### config.mk
export PLATFORM = sky130hd
export DESIGN_NAME = fetch_queue_flat
export DESIGN_NICKNAME = d
export VERILOG_FILES = /design/src/rtl/fetch_queue_pkg.sv /design/src/rtl/fetch_queue_if.sv /design/src/rtl/fetch_queue.sv /design/src/flat_wrapper.sv
export SDC_FILE = /design/constraint.sdc
export NUM_CORES = 1
export LEC_CHECK = 0
export BUFFER_PORTS_ARGS = -buffer_cell sky130_fd_sc_hd__buf_2
export CORE_MARGIN = 10
export CORE_UTILIZATION = 55
export DETAILED_ROUTE_END_ITERATION = 10
export PLACE_DENSITY_LB_ADDON = 0.3
export SETUP_SLACK_MARGIN = 0.02
export SLEW_MARGIN = 5
export SYNTH_ARGS = -nofsm -noshare
export SYNTH_HDL_FRONTEND = slang
export SYNTH_SLANG_ARGS = --single-unit
### constraint.sdc
create_clock -name clk_i -period 3.4 [get_ports clk_i]
set_clock_uncertainty 0.15 [all_clocks]
set_input_delay 0.34 -clock clk_i [delete_from_list [all_inputs] [get_ports clk_i]]
set_output_delay 0.34 -clock clk_i [all_outputs]
set_load 0.1 [all_outputs]
### src/rtl/fetch_queue_pkg.sv
// rtl/fetch_queue_pkg.sv - shared widths and the canonical NOP for the fetch/decode boundary
package fetch_queue_pkg;

  localparam int INSN_LEN = 32;
  localparam int ADDR_LEN = 32;
  localparam logic [INSN_LEN-1:0] RV_NOP = 32'h00000013;

  function automatic int cnt_width(input int depth);
    return $clog2(depth + 1);
  endfunction

endpackage

### src/rtl/fetch_queue_if.sv
// rtl/fetch_queue_if.sv - fetch-side enqueue and decode-side head signals of the instruction buffer
interface fetch_queue_if
  import fetch_queue_pkg::*;
#(
  parameter int DEPTH  = 4,
  parameter int ADDR_W = ADDR_LEN
);

  localparam int CNT_W = cnt_width(DEPTH);

  logic                enq_valid_i;
  logic [INSN_LEN-1:0] enq_inst_i;
  logic [ADDR_W-1:0]   enq_pc_i;
  logic                enq_ready_o;
  logic                kill_IF_i;
  logic                stall_ID_i;
  logic [INSN_LEN-1:0] inst1_o;
  logic [ADDR_W-1:0]   pc1_o;
  logic                valid_o;
  logic [CNT_W-1:0]    count_o;

  modport master (
    output enq_valid_i, enq_inst_i, enq_pc_i, kill_IF_i, stall_ID_i,
    input  enq_ready_o, inst1_o, pc1_o, valid_o, count_o
  );

  modport slave (
    input  enq_valid_i, enq_inst_i, enq_pc_i, kill_IF_i, stall_ID_i,
    output enq_ready_o, inst1_o, pc1_o, valid_o, count_o
  );

endinterface

### src/rtl/fetch_queue.sv
// rtl/fetch_queue.sv - in-order instruction buffer between fetch and decode, NOP when empty
module fetch_queue
  import fetch_queue_pkg::*;
#(
  parameter int DEPTH  = 4,
  parameter int ADDR_W = ADDR_LEN
) (
  input  logic           clk_i,
  input  logic           reset_i,
  fetch_queue_if.slave   q
);

  localparam int PTR_W = $clog2(DEPTH);
  localparam int CNT_W = cnt_width(DEPTH);

  logic [PTR_W-1:0]    head_q, head_d;
  logic [PTR_W-1:0]    tail_q, tail_d;
  logic [CNT_W-1:0]    count_q, count_d;
  logic [INSN_LEN-1:0] inst_mem_q [DEPTH];
  logic [ADDR_W-1:0]   pc_mem_q [DEPTH];

  logic full;
  logic not_empty;
  logic enq_fire;
  logic deq_fire;

  // Ready depends only on occupancy, so a dequeue from full frees the slot one cycle later.
  always_comb begin
    full      = (count_q == CNT_W'(DEPTH));
    not_empty = (count_q != '0);
    enq_fire  = q.enq_valid_i & ~full & ~q.kill_IF_i;
    deq_fire  = not_empty & ~q.stall_ID_i & ~q.kill_IF_i;
  end

  always_comb begin
    head_d  = head_q;
    tail_d  = tail_q;
    count_d = count_q;
    if (q.kill_IF_i) begin
      head_d  = '0;
      tail_d  = '0;
      count_d = '0;
    end else begin
      if (deq_fire) head_d = head_q + PTR_W'(1);
      if (enq_fire) tail_d = tail_q + PTR_W'(1);
      case ({enq_fire, deq_fire})
        2'b10:   count_d = count_q + CNT_W'(1);
        2'b01:   count_d = count_q - CNT_W'(1);
        default: count_d = count_q;
      endcase
    end
  end

  always_ff @(posedge clk_i or negedge reset_i) begin
    if (!reset_i) begin
      head_q  <= '0;
      tail_q  <= '0;
      count_q <= '0;
    end else begin
      head_q  <= head_d;
      tail_q  <= tail_d;
      count_q <= count_d;
    end
  end

  // Storage is deliberately unreset; stale slots are never visible because count gates the head.
  always_ff @(posedge clk_i) begin
    if (enq_fire) begin
      inst_mem_q[tail_q] <= q.enq_inst_i;
      pc_mem_q[tail_q]   <= q.enq_pc_i;
    end
  end

  always_comb begin
    q.enq_ready_o = ~full;
    q.valid_o     = not_empty;
    q.count_o     = count_q;
    q.inst1_o     = not_empty ? inst_mem_q[head_q] : RV_NOP;
    q.pc1_o       = not_empty ? pc_mem_q[head_q] : '0;
  end

endmodule

### src/flat_wrapper.sv
// flat-port wrapper written by rule: the top's interface ports become plain ports
module fetch_queue_flat import fetch_queue_pkg::*;
#(
  parameter int DEPTH  = 4,
  parameter int ADDR_W = ADDR_LEN
)
  (clk_i, reset_i, q_enq_valid_i, q_enq_inst_i, q_enq_pc_i, q_kill_IF_i, q_stall_ID_i, q_enq_ready_o, q_inst1_o, q_pc1_o, q_valid_o, q_count_o);
  fetch_queue_if #(.DEPTH(DEPTH), .ADDR_W(ADDR_W)) q_i ();
  input  logic clk_i;
  input  logic reset_i;
  input wire logic [$bits(q_i.enq_valid_i)-1:0] q_enq_valid_i;
  input wire logic [$bits(q_i.enq_inst_i)-1:0] q_enq_inst_i;
  input wire logic [$bits(q_i.enq_pc_i)-1:0] q_enq_pc_i;
  input wire logic [$bits(q_i.kill_IF_i)-1:0] q_kill_IF_i;
  input wire logic [$bits(q_i.stall_ID_i)-1:0] q_stall_ID_i;
  output wire logic [$bits(q_i.enq_ready_o)-1:0] q_enq_ready_o;
  output wire logic [$bits(q_i.inst1_o)-1:0] q_inst1_o;
  output wire logic [$bits(q_i.pc1_o)-1:0] q_pc1_o;
  output wire logic [$bits(q_i.valid_o)-1:0] q_valid_o;
  output wire logic [$bits(q_i.count_o)-1:0] q_count_o;
  assign q_i.enq_valid_i = q_enq_valid_i;
  assign q_i.enq_inst_i = q_enq_inst_i;
  assign q_i.enq_pc_i = q_enq_pc_i;
  assign q_i.kill_IF_i = q_kill_IF_i;
  assign q_i.stall_ID_i = q_stall_ID_i;
  assign q_enq_ready_o = q_i.enq_ready_o;
  assign q_inst1_o = q_i.inst1_o;
  assign q_pc1_o = q_i.pc1_o;
  assign q_valid_o = q_i.valid_o;
  assign q_count_o = q_i.count_o;
  fetch_queue #(.DEPTH(DEPTH), .ADDR_W(ADDR_W)) u_core (.clk_i(clk_i), .reset_i(reset_i), .q(q_i));
endmodule
# Word-level counts from Yosys, hierarchy flattened
# Memories as Yosys holds them, arrays and structs flattened.
# Index checks and enable logic that the tools add are counted.
dict set report totals {
  register_bits 7
  ram_bits 256
  input_bits 69
  out_inout_bits 69
  elab_cells 33
  n_memories 2
}
dict set report op_classes {
  addsub 4
  n_eq_ne 3
  mux 10
  bitwise 7
  reduce_logical 4
}
# name depth width rd rd_ports_with_merged_regs wr line
set mem_list {}
lappend mem_list {u_core.inst_mem_q 4 32 1 0 1 fetch_queue.sv:19} ;# logic [INSN_LEN-1:0] inst_mem_q [DEPTH];
lappend mem_list {u_core.pc_mem_q 4 32 1 0 1 fetch_queue.sv:20} ;# logic [ADDR_W-1:0] pc_mem_q [DEPTH];
# op n
set ops {}
lappend ops {{$mux W32} 2}
lappend ops {{$mux W2} 4}
lappend ops {{$pmux W3 S2} 1}
lappend ops {{$reduce_bool A3 Y1} 2}
lappend ops {{$add A2 B1 Y2 const B} 2}
lappend ops {{$and A1 B1 Y1} 4}
lappend ops {{$reduce_bool A2 Y1} 2}
lappend ops {{$add A3 B1 Y3 const B} 1}
lappend ops {{$eq A3 B3 Y1 const B} 1}
lappend ops {{$mux W3} 1}
lappend ops {{$not A1 Y1} 3}
lappend ops {{$sub A3 B1 Y3 const B} 1}
lappend ops {{$eq A2 B1 Y1 const B} 1}
lappend ops {{$eq A2 B2 Y1 const B} 1}
lappend ops {{$mux W1} 2}

# Depth between registers and ports, before layout
# Gate-level depths: netlist of run 1.
dict set report logic_depth {
  ltp_word 7
  depth_mapped 9
  ltp_nobuf 8
}

# Worst setup path after synthesis of run 1
# No wires, ideal clock.
dict set report synth_path {
  path_type {reg-to-reg}
  start {reg u_core.count_q[0] (netlist: u_core.q.count_o[0])}
  end {mem u_core.inst_mem_q[0][0] (enable)}
  setup_ns 0.429
  arrival_ns 3.856
  required_ns 2.821
  setup_slack_ns -1.034
  stages_incl_launch_ff 5
  n_path_buf 1
  period_less_slack_ns 4.434
  path_cell_list {dfrtp_1 -> buf_2 -> or3b_1 -> and3b_1 -> and2_1}
}
dict set report synth_between {
  elab_chain_cells 6
}
# element line
set synth_rtl {}
lappend synth_rtl {{start, declared} fetch_queue.sv:18} ;# logic [CNT_W-1:0] count_q, count_d;
lappend synth_rtl {{start signal, assigned} fetch_queue.sv:62} ;# count_q <= count_d;
lappend synth_rtl {{$eq A3 B3 Y1} fetch_queue.sv:29} ;# full = (count_q == CNT_W'(DEPTH));
lappend synth_rtl {{$not A1 Y1} -}
lappend synth_rtl {{named net q_enq_ready_o} flat_wrapper.sv:16} ;# output wire logic [$bits(q_i.enq_ready_o)-1:0] q_enq_ready_o;
lappend synth_rtl {{$and A1 B1 Y1 (2 in a row)} fetch_queue.sv:31} ;# enq_fire = q.enq_valid_i & ~full & ~q.kill_IF_i;
lappend synth_rtl {{$mux W1} fetch_queue.sv:68} ;# if (enq_fire) begin
lappend synth_rtl {{$mux W1 (not written as such)} fetch_queue.sv:69} ;# inst_mem_q[tail_q] <= q.enq_inst_i;
lappend synth_rtl {{end, declared} fetch_queue.sv:19}
# The timed path passes the listed nets, and every way through them passes these cells.

# Worst setup path after layout of run 1
dict set report layout_path {
  start {reg u_core.head_q[0]}
  end {out q_inst1_o[5]}
}
dict set report layout_between {
  elab_chain_cells 2
}
# element line
set layout_rtl {}
lappend layout_rtl {{start, declared} fetch_queue.sv:16} ;# logic [PTR_W-1:0] head_q, head_d;
lappend layout_rtl {{start signal, assigned} fetch_queue.sv:56} ;# head_q <= '0;
lappend layout_rtl {{start signal, assigned} fetch_queue.sv:60} ;# head_q <= head_d;
lappend layout_rtl {{$mem_v2 Z4 W32} -}
lappend layout_rtl {{$mux W32} fetch_queue.sv:78} ;# q.inst1_o = not_empty ? inst_mem_q[head_q] : RV_NOP;
lappend layout_rtl {{end, declared} flat_wrapper.sv:17} ;# output wire logic [$bits(q_i.inst1_o)-1:0] q_inst1_o;
# No other way between the ends.

==> results of run 1 <==
[sequential cells by signal (all words and copies together), names as in the netlist]
register and count:
u_core.head_q 2, u_core.inst_mem_q 128, u_core.pc_mem_q 128, u_core.q.count_o 3, u_core.tail_q 2
[cells in the mapped netlist, drive strengths merged]
| cell type | instances | area (µm²) |
|---|---|---|
| dfrtp | 7 | 175 |
| or3b | 1 | 8.76 |
| a32oi | 1 | 8.76 |
| xnor2 | 3 | 26.3 |
| nor4 | 1 | 6.26 |
| or3 | 2 | 12.5 |
| nor3 | 3 | 20.0 |
| nor2 | 3 | 11.3 |
| buf | 16 | 110 |
| nand2 | 3 | 11.3 |
| edfxtp | 256 | 7690 |
| nor2b | 62 | 388 |
| nand3 | 3 | 15.0 |
| o311ai | 1 | 8.76 |
| o21ai | 2 | 10.0 |
| fa | 1 | 20.0 |
| a21oi | 8 | 40.0 |
| or2 | 4 | 25.0 |
| ha | 4 | 50.1 |
| nand2b | 1 | 6.26 |
| a2111oi | 1 | 8.76 |
| nor3b | 1 | 7.51 |
| and3b | 1 | 8.76 |
| nand3b | 2 | 15.0 |
| inv | 4 | 15.0 |
| clkbuf | 10 | 38.8 |
| and2 | 4 | 25.0 |
| o21a | 1 | 7.51 |
| o31ai | 1 | 7.51 |
| mux4 | 64 | 1440 |
[power by group]
group | switching (mW) | total [mW] | leakage [nW] | internal, mW
Clock | 1.10 | 2.69 | 0.398 | 1.59
Sequential | 0.0623 | 3.74 | 2.42 | 3.68
Combinational | 1.46 | 1.95 | 1.61 | 0.484
[cell families (layout without fill, tap and decap cells)]
group / after synthesis / count (layout) / share of synthesized area [%]
and+or+nand+nor: 91 / 91 / 5.49
AOI/OAI and AO/OA: 15 / 15 / 0.894
adders and majority gates: 5 / 5 / 0.686
DFF: 263 / 263 / 77.0
buffers and inverters: 30 / 268 / 1.60
muxes: 64 / 64 / 14.1
xor gates and xnor gates: 3 / 3 / 0.257
[cell usage in the layout, fill, tap and decap left out, drive strengths merged]
master / n
nand3: 3
dfrtp: 7
bufinv: 2
or3b: 1
nor2: 3
edfxtp: 256
o311ai: 1
nor3b: 1
clkinv: 13
buf: 151
a32oi: 1
nor4: 1
and3b: 1
clkinvlp: 1
o31ai: 1
ha: 4
xnor2: 3
o21ai: 2
or3: 2
nand3b: 2
nand2b: 1
a21oi: 8
nand2: 3
clkbuf: 31
mux4: 64
and2: 4
o21a: 1
dlygate4sd3: 66
inv: 4
or2: 4
fa: 1
nor2b: 62
a2111oi: 1
nor3: 3
[critical path: stages, from the launching register on]
cell	delay (ns)
dfrtp_4	0.80
buf_4	0.31
mux4_2	0.53
nor2b_2	0.17
buf_2	0.30
[stage by stage]
step | TNS, ns | util, % | worst slack, ns
5_1_grt | 0 | 70.7 | 0.0969
3_3_place_gp | 0 | 62.6 | 0.766
4_1_cts | 0 | 70.7 | 0.200
2_1_floorplan | -1.72 | - | -0.172
3_5_place_dp | 0 | 62.6 | 0.754
6_report | 0 | 70.7 | 0.277
[path summary, 6_finish.rpt]
check	slack [ns]	cells past startpoint	startpoint	endpoint
worst max-delay path	0.28	4	u_core.head_q[0]	q_inst1_o[5]
worst min-delay path	0.05	2	reset_i	u_core.q.count_o[2]
worst max register to register	1.01	4	u_core.q.count_o[0]	u_core.pc_mem_q[1][16]
worst min register to register	0.45	2	u_core.tail_q[1]	u_core.tail_q[1]
max in group asynchronous	2.86	2	reset_i	u_core.head_q[0]
min in group clk_i	0.09	3	q_enq_valid_i	u_core.tail_q[1]
[what timing repair did]
action | in CTS | in global routing
endpoints found under the setup margin | 0 | 0
hold buffers | 66 | 0
endpoints found under the hold margin | 269 | 0
[cell type report]
type,instances,area share (%)
clock inverter,16,0.956
sequential,263,61.3
clock buffer,31,5.38
multi-input combinational,178,18.1
inverter,4,0.117
timing repair buffer,217,11.9
tap,229,2.23
[metal layers]
metal | GRT usage [%] | routed length, µm
met2 | 29.6 | 10900
met4 | 4.54 | 396
met3 | 3.21 | 870
met5 | 0 | 0
met1 | 22.3 | 8460
==> run_results.csv, run 1 <==
group,metric,value,unit
worst_setup_path,cp-start-kind,"flop",
grt,antenna_found_initial,0,
worst_setup_path,required,2.91,ns
worst_setup_path,cp_max_fo,30,
pwr,total_power,8.38,mW
final_layout,final-seq-area,7870,µm²
floorplanning,start_util,56.3,%
pwr,leakage,4.42,nW
detailed_routing,drtIter0Drc,349,
clock_tree,htreeDepth,1,
clock_tree,root_buffer,"clkbuf_16",
floorplanning,die_w,156,µm
placed_design,hpwl,12.2,mm
sta,worstMarginPinSlew,0.582,ns
grt,grt_max_degree,66,
final_layout,fill_cells,1142,
floorplanning,rows,49,
final_layout,multi_input_area,2320,µm²
clock_tree,cts_tree,"yes",
grt,grt_use_total,17.3,%
sta,finalCritPeriodShare,91.8,%
final_layout,drive_gt1_share,42.9,%
floorplanning,core_area,18100,µm²
sta,period_minus_slack,3.12,ns
placed_design,dp.cells,825,
sta,finalSetupViolations,0,
sta,hold_viol,0,
synthesis,ys_ff_latch,263,
clock_tree,cts_resized,0,
hold_path,hold_path_class,"input port to asynchronous set/reset pin",
worst_setup_path,end_kind,"primary output",
final_layout,fin_nets,764,
sta,rsz0062_at_grt,"false",
placed_design,gp_congestion,0.715,
detailed_routing,drc_errors,0,
job,drv_cap,0,
final_layout,stdcell_area,12800,µm²
clock_tree,cts_buffers,26,
grt,grt_pass1_vias,5832,
sta,max_freq,320,MHz
detailed_routing,wl_per_cell,22.0,µm
floorplanning,die_h,156,µm
synthesis,avgSynthCellArea,21.7,µm²
placed_design,dpl_cell_area,11400,µm²
clock_tree,clock_latency,0.50,ns
sta,max_slew_margin,61.2,%
detailed_routing,vias,5226,
grt,grt.overflow.total,0,
clock_tree,clock_sinks,263,
synthesis,ys_warn_count,0,
floorplanning,io_pins,138,
outcome,status,"complete, no violations",
worst_setup_path,setup.worst_path.class,"flop to primary output",
synthesis,synth_nets,545,
final_layout,n_antenna_cell,0,
clock_tree,path_clk_slew,0.06,ns
worst_setup_path,crit_arrival,2.63,ns
detailed_routing,via_per_inst,5.57,
pwr,ir_worst_vdd,0.517,mV
final_layout,stdcell_count,938,
floorplanning,dieArea,24400,µm²
grt,grt_first_pass_wirelength,33.2,mm
detailed_routing,postRouteAntennaNets,0,
sta,holdWs,0.0549,ns
synthesis,yosysSeqAreaShare,77.0,%
synthesis,synth_cells,471,
detailed_routing,wl,20.7,mm
placed_design,port_buffers,137,
pwr,p_per_area,653,nW/µm²
final_layout,syn2layout_area_growth,25.6,%
synthesis,ys_types,35,
clock_tree,clockBufferDepth,3,
clock_tree,postCtsSetupBuffers,0,
detailed_routing,dr.pass1.iters,4,
synthesis,syn_area,10200,µm²
sta,drv_slew,0,
(Power assumes the default switching activity.)
==> run 2: changes to the inputs <==
Settings changed: CELL_PAD_IN_SITES_DETAIL_PLACEMENT set to 1, CELL_PAD_IN_SITES_GLOBAL_PLACEMENT set to 2, CORE_UTILIZATION 55 to 44.
==> run 2 against run 1 <==
First-iteration DRC count fell by 21%. Via count rose by 0.78%. Final cell count rose by 6.5%. Utilization fell by 13 points. Combinational power barely moved. Routed wire length rose by 8.1%. Maximum frequency fell by 2.6%. Non-clock buffer count rose by 2. Worst hold slack got worse by 0.032 ns. Cell area rose by 1.4%. Count of clock-buffer cells in the layout rose by 2. Worst setup slack got worse by 0.084 ns. Critical endpoint is now q_pc1_o[30]. Highest routed layer unchanged.
==> run_results.csv, run 2 (same netlist as run 1, synthesis figures left out) <==
group,metric,value,unit
placed_design,pre_cts_slack,0.702,ns
floorplanning,io_pins,138,
sta,tns,0,ns
clock_tree,htreeDepth,1,
placed_design,port_buffers,137,
outcome,status,"complete, no violations",
placed_design,gp_congestion,0.741,
worst_setup_path,cp_max_fo,29,
floorplanning,rows,55,
job,drv_cap,0,
final_layout,syn2layout_area_growth,27.3,%
grt,grt_use_total,15.4,%
sta,drv_slew,0,
pwr,p_clk_share,35.0,%
sta,max_slew_margin,49.9,%
grt,use_met2,27.3,%
sta,rsz0062_at_grt,"false",
pwr,leakage,4.48,nW
floorplanning,core_area,22700,µm²
clock_tree,clockBufferDepth,3,
hold_path,hold_path_class,"input port to asynchronous set/reset pin",
final_layout,final_cell_mix,"edfxtp_1 (256), buf_2 (137), dlygate4sd3_1 (66), mux4_2 (64), nor2b_2 (45)",
grt,grt_pass1_vias,6044,
pwr,p_sw_share,31.0,%
sta,finalCritPeriodShare,94.3,%
worst_setup_path,r2r_cells,4,
floorplanning,start_util,45.0,%
grt,grt_max_degree,53,
grt,grt_use_met1,18.3,%
worst_setup_path,crit_arrival,2.72,ns
grt,antenna_found_initial,1,
placed_design,hpwl,13.7,mm
clock_tree,clock_sinks,263,
grt,grt_use_met3,3.81,%
clock_tree,cts_buffers,28,
sta,max_freq,312,MHz
worst_setup_path,required,2.91,ns
pwr,ir_worst_vdd,0.609,mV
final_layout,fin_nets,768,
detailed_routing,wl,22.3,mm
sta,finalSetupViolations,0,
final_layout,layout_commonest_cell,"edfxtp_1",
worst_setup_path,end_kind,"primary output",
detailed_routing,vias,5267,
worst_setup_path,setup.worst_path.class,"flop to primary output",
clock_tree,cts_tree,"yes",
clock_tree,root_buffer,"clkbuf_16",
grt,grt.overflow.total,0,
detailed_routing,drtIter0Drc,275,
pwr,p_comb_share,22.2,%
sta,worstMarginPinSlew,0.752,ns
worst_setup_path,crit-reg2reg-launch,"u_core.q.count_o[0]",
pwr,p_per_area,674,nW/µm²
final_layout,stdcell_count,999,
sta,hold_viol,0,
detailed_routing,via_per_inst,5.27,
placed_design,dp.cells,883,
detailed_routing,drc_errors,0,
clock_tree,clock_latency,0.53,ns
detailed_routing,postRouteAntennaNets,0,
detailed_routing,dr.pass1.iters,4,
pwr,seqPwrFrac,42.8,%
pwr,internal_power,6.05,mW
floorplanning,dieArea,29700,µm²
detailed_routing,wl_per_cell,22.3,µm
floorplanning,die_h,172,µm
worst_setup_path,r2r_end,"u_core.pc_mem_q[2][2]",
clock_tree,path_clk_slew,0.06,ns
grt,grt_first_pass_wirelength,35.0,mm
sta,layout_setup_ws,0.193,ns
worst_setup_path,r2r_slack,0.83,ns
pwr,switchingPower,2.72,mW
grt,grt_busiest_layer,"met2",
worst_setup_path,cp-start-kind,"flop",
final_layout,drive_gt1_share,43.5,%
floorplanning,die_w,172,µm
sta,period_minus_slack,3.21,ns
-- run 2: changes by cell type in the layout (fill, tap and decap cells not counted), sizes merged --
| cell | change |
|---|---|
| clkinv | -4 |
| bufinv | +3 |
| buf | +2 |
| clkbuf | +2 |
| diode | +1 |
| inv | +1 |
-- run 2: cell type report --
cell class | instances | area [µm²]
Multi-Input combinational cell | 178 | 2320
Antenna cell | 1 | 2.50
Fill cell | 1994 | 9700
Tap cell | 285 | 357
Timing Repair Buffer | 219 | 1500
Inverter | 4 | 15.0
Sequential cell | 263 | 7870
Clock buffer | 33 | 719
Clock inverter | 16 | 220
-- run 2: layer usage --
metal	vias to the layer above	wire [µm]
met5	-	0
met4	0	284
met3	26	1320
met2	133	11700
met1	2751	9010
li1	2357	-
-- run 2: critical path, stage by stage, from the launching register on --
cell     delay (ns)
dfrtp_4        0.84
buf_4          0.31
mux4_2         0.52
nor2b_2        0.18
buf_2          0.31
-- run 2: worst max-delay path by stage --
stage	slack, ns	to	cells after the start	from
2_1_floorplan	-0.17	q_inst1_o[16]	5	u_core.q.count_o[0]
3_3_place_gp	0.71	q_pc1_o[10]	4	u_core.head_q[0]
3_5_place_dp	0.70	q_pc1_o[9]	4	u_core.head_q[0]
4_1_cts	0.12	q_pc1_o[15]	4	u_core.head_q[0]
5_1_grt	0.02	q_pc1_o[30]	4	u_core.head_q[0]
6_report	0.19	q_pc1_o[30]	4	u_core.head_q[0]
-- run 2: through the flow --
step / utilization [%] / hold slack (ns) / instance area (µm²) / power [mW]
5_1_grt: 57.3 / 0.0220 / 13000 / 9.08
2_1_floorplan: - / -0.106 / 10300 / 5.34
6_report: 57.3 / 0.0228 / 13000 / 8.76
4_1_cts: 57.3 / 0.0141 / 13000 / 8.87
3_3_place_gp: 50.2 / 0.0409 / 11400 / 5.70
3_5_place_dp: 50.2 / 0.0429 / 11400 / 5.73
-- run 2: power by group through the flow --
stage | combinational [mW] | sequential [mW] | clock, mW
6_report | 1.94 | 3.75 | 3.07
5_1_grt | 2.04 | 3.77 | 3.28
4_1_cts | 1.97 | 3.76 | 3.14
3_5_place_dp | 1.90 | 3.82 | 0
3_3_place_gp | 1.89 | 3.81 | 0
2_1_floorplan | 1.54 | 3.79 | 0
-- run 2: timing repair --
item	CTS	global route
hold endpoints to repair	269	0
resized for setup	0	0
hold buffers	66	0
buffers inserted	0	0
==> run 3: changes to the inputs <==
--- a/config.mk
+++ b/config.mk
@@ -15,3 +15,3 @@
 export SETUP_SLACK_MARGIN = 0.02
-export SLEW_MARGIN = 5
+export SLEW_MARGIN = 20
 export SYNTH_ARGS = -nofsm -noshare
--- a/constraint.sdc
+++ b/constraint.sdc
@@ -4,2 +4,2 @@
 set_output_delay 0.34 -clock clk_i [all_outputs]
-set_load 0.1 [all_outputs]
+set_load 0.005 [all_outputs]
==> run 3 against run 2 <==
Sequential power about the same. Combinational power down 56%. Cell area fell by 0.94%. Final cell count down 0.30%. Highest routed layer unchanged. Die area unchanged. Clock power is essentially flat. Worst setup slack improved by 0.10 ns.
==> run_results.csv, run 3 (same netlist as run 1, synthesis figures left out) <==
group,metric,value,unit
pwr,p_per_area,598,nW/µm²
sta,hold_viol,0,
sta,tns,0,ns
outcome,status,"complete, no violations",
sta,rsz0062_at_grt,"false",
detailed_routing,wl,22.2,mm
worst_setup_path,critPathTopFamily,"flip-flops",
final_layout,final-seq-area,7870,µm²
floorplanning,core_area,22700,µm²
clock_tree,cts_buffers,28,
final_layout,stdcell_count,996,
detailed_routing,drt-met1-wl,9.34,mm
floorplanning,die_h,172,µm
pwr,ir_worst_vdd,0.425,mV
clock_tree,clock_sinks,263,
grt,grt_max_degree,54,
sta,worstMarginPinSlew,0.857,ns
placed_design,gp_congestion,0.714,
sta,finalCritPeriodShare,91.4,%
sta,period_minus_slack,3.11,ns
worst_setup_path,crit_chain,"buf_4, mux4_2, or2_1, buf_2",
placed_design,dp.cells,880,
detailed_routing,wl_met3,1.54,mm
final_layout,final_cell_mix,"edfxtp_1 (256), buf_2 (137), dlygate4sd3_1 (66), mux4_2 (64), nor2b_1 (62)",
worst_setup_path,cp_slowest_stage_delay,0.85,ns
worst_setup_path,setup.worst_path.class,"flop to primary output",
final_layout,multi_input_area,2210,µm²
detailed_routing,wl_per_cell,22.2,µm
placed_design,hpwl,13.3,mm
worst_setup_path,slowest_stage,"dfrtp_4",
worst_setup_path,critPathBufInv,2,
clock_tree,postCtsSetupBuffers,0,
detailed_routing,routed.top_layer,"met4",
worst_setup_path,cp_max_fo,32,
placed_design,port_buffers,137,
grt,grt_first_pass_wirelength,34.3,mm
detailed_routing,drc_errors,0,
floorplanning,rows,55,
job,drv_cap,0,
final_layout,drive_gt1_share,36.7,%
sta,finalSetupViolations,0,
final_layout,n_antenna_cell,0,
clock_tree,clock_latency,0.53,ns
detailed_routing,dr_wl_met2,11.0,mm
detailed_routing,dr.pass1.iters,7,
clock_tree,path_clk_slew,0.06,ns
final_layout,layout_commonest_cell,"edfxtp_1",
worst_setup_path,end_kind,"primary output",
final_layout,fin_nets,765,
clock_tree,clockBufferDepth,3,
floorplanning,io_pins,138,
floorplanning,dieArea,29700,µm²
sta,max_freq,322,MHz
grt,antenna_found_initial,0,
final_layout,fill_cells,2005,
grt,grt_pass1_vias,5972,
grt,grt_use_total,15.0,%
hold_path,hold_path_class,"input port to asynchronous set/reset pin",
worst_setup_path,required,2.91,ns
floorplanning,die_w,172,µm
floorplanning,start_util,45.0,%
detailed_routing,drtIter0Drc,305,
worst_setup_path,crit_arrival,2.62,ns
clock_tree,root_buffer,"clkbuf_16",
grt,grt.overflow.total,0,
clock_tree,cts_tree,"yes",
detailed_routing,vias,5269,
detailed_routing,postRouteAntennaNets,0,
pwr,leakage,4.43,nW
sta,drv_slew,0,
pwr,total_power,7.71,mW
detailed_routing,via_per_inst,5.29,
worst_setup_path,cp-start-kind,"flop",
final_layout,syn2layout_area_growth,26.1,%
sta,max_slew_margin,42.9,%
clock_tree,htreeDepth,1,
==> run 3: changes by cell type in the layout (fill, tap and decap cells not counted), sizes merged <==
cell,delta
clkinvlp,-1
buf,-3
diode,-1
inv,-1
clkbuf,+3
==> run 3: layer usage <==
layer	up-vias	track usage (%)
li1	2340	-
met4	0	3.15
met3	26	3.67
met2	143	25.4
met5	-	0
met1	2760	19.2
==> run 3: through the flow <==
stage                     cell area [µm²]  hold WS, ns  util, %  setup slack [ns]
after global placement              11300       0.0386     49.7             0.780
after floorplan                     10200       -0.106        -             0.341
after detailed placement            11300       0.0436     49.7             0.773
after CTS                           12900      0.00506     56.7             0.193
after global routing                12900       0.0273     56.7            0.0915
final                               12900       0.0253     56.7             0.293
==> run 3: final cells by class <==
cell class | instances | share of cell area, %
Sequential cell | 263 | 61.1
Multi-Input combinational cell | 178 | 17.1
Timing Repair Buffer | 216 | 11.6
Clock buffer | 36 | 5.84
Tap cell | 285 | 2.77
Clock inverter | 14 | 1.48
Inverter | 4 | 0.117
==> run 3: worst paths after layout <==
| kind | startpoint | end | slack [ns] | depth (start not counted) |
|---|---|---|---|---|
| max in group asynchronous | reset_i | u_core.head_q[0] | 2.89 | 2 |
| worst min register to register | u_core.tail_q[1] | u_core.tail_q[1] | 0.45 | 2 |
| worst max-delay path | u_core.head_q[0] | q_inst1_o[4] | 0.29 | 4 |
| worst min-delay path | reset_i | u_core.q.count_o[1] | 0.03 | 2 |
| min in group clk_i | q_stall_ID_i | u_core.q.count_o[0] | 0.05 | 2 |
| worst max register to register | u_core.q.count_o[0] | u_core.pc_mem_q[2][19] | 0.95 | 4 |
==> run 3: power breakdown <==
group | total [mW] | switching [mW] | internal [mW] | leakage [nW]
clock network | 3.09 | 1.17 | 1.93 | 0.462
registers | 3.75 | 0.0765 | 3.68 | 2.41
logic | 0.860 | 0.419 | 0.441 | 1.55
==> run 3: repair_timing <==
item,in CTS,in global routing
endpoints found under the hold margin,269,0
resized for setup,0,0
hold buffers,66,0
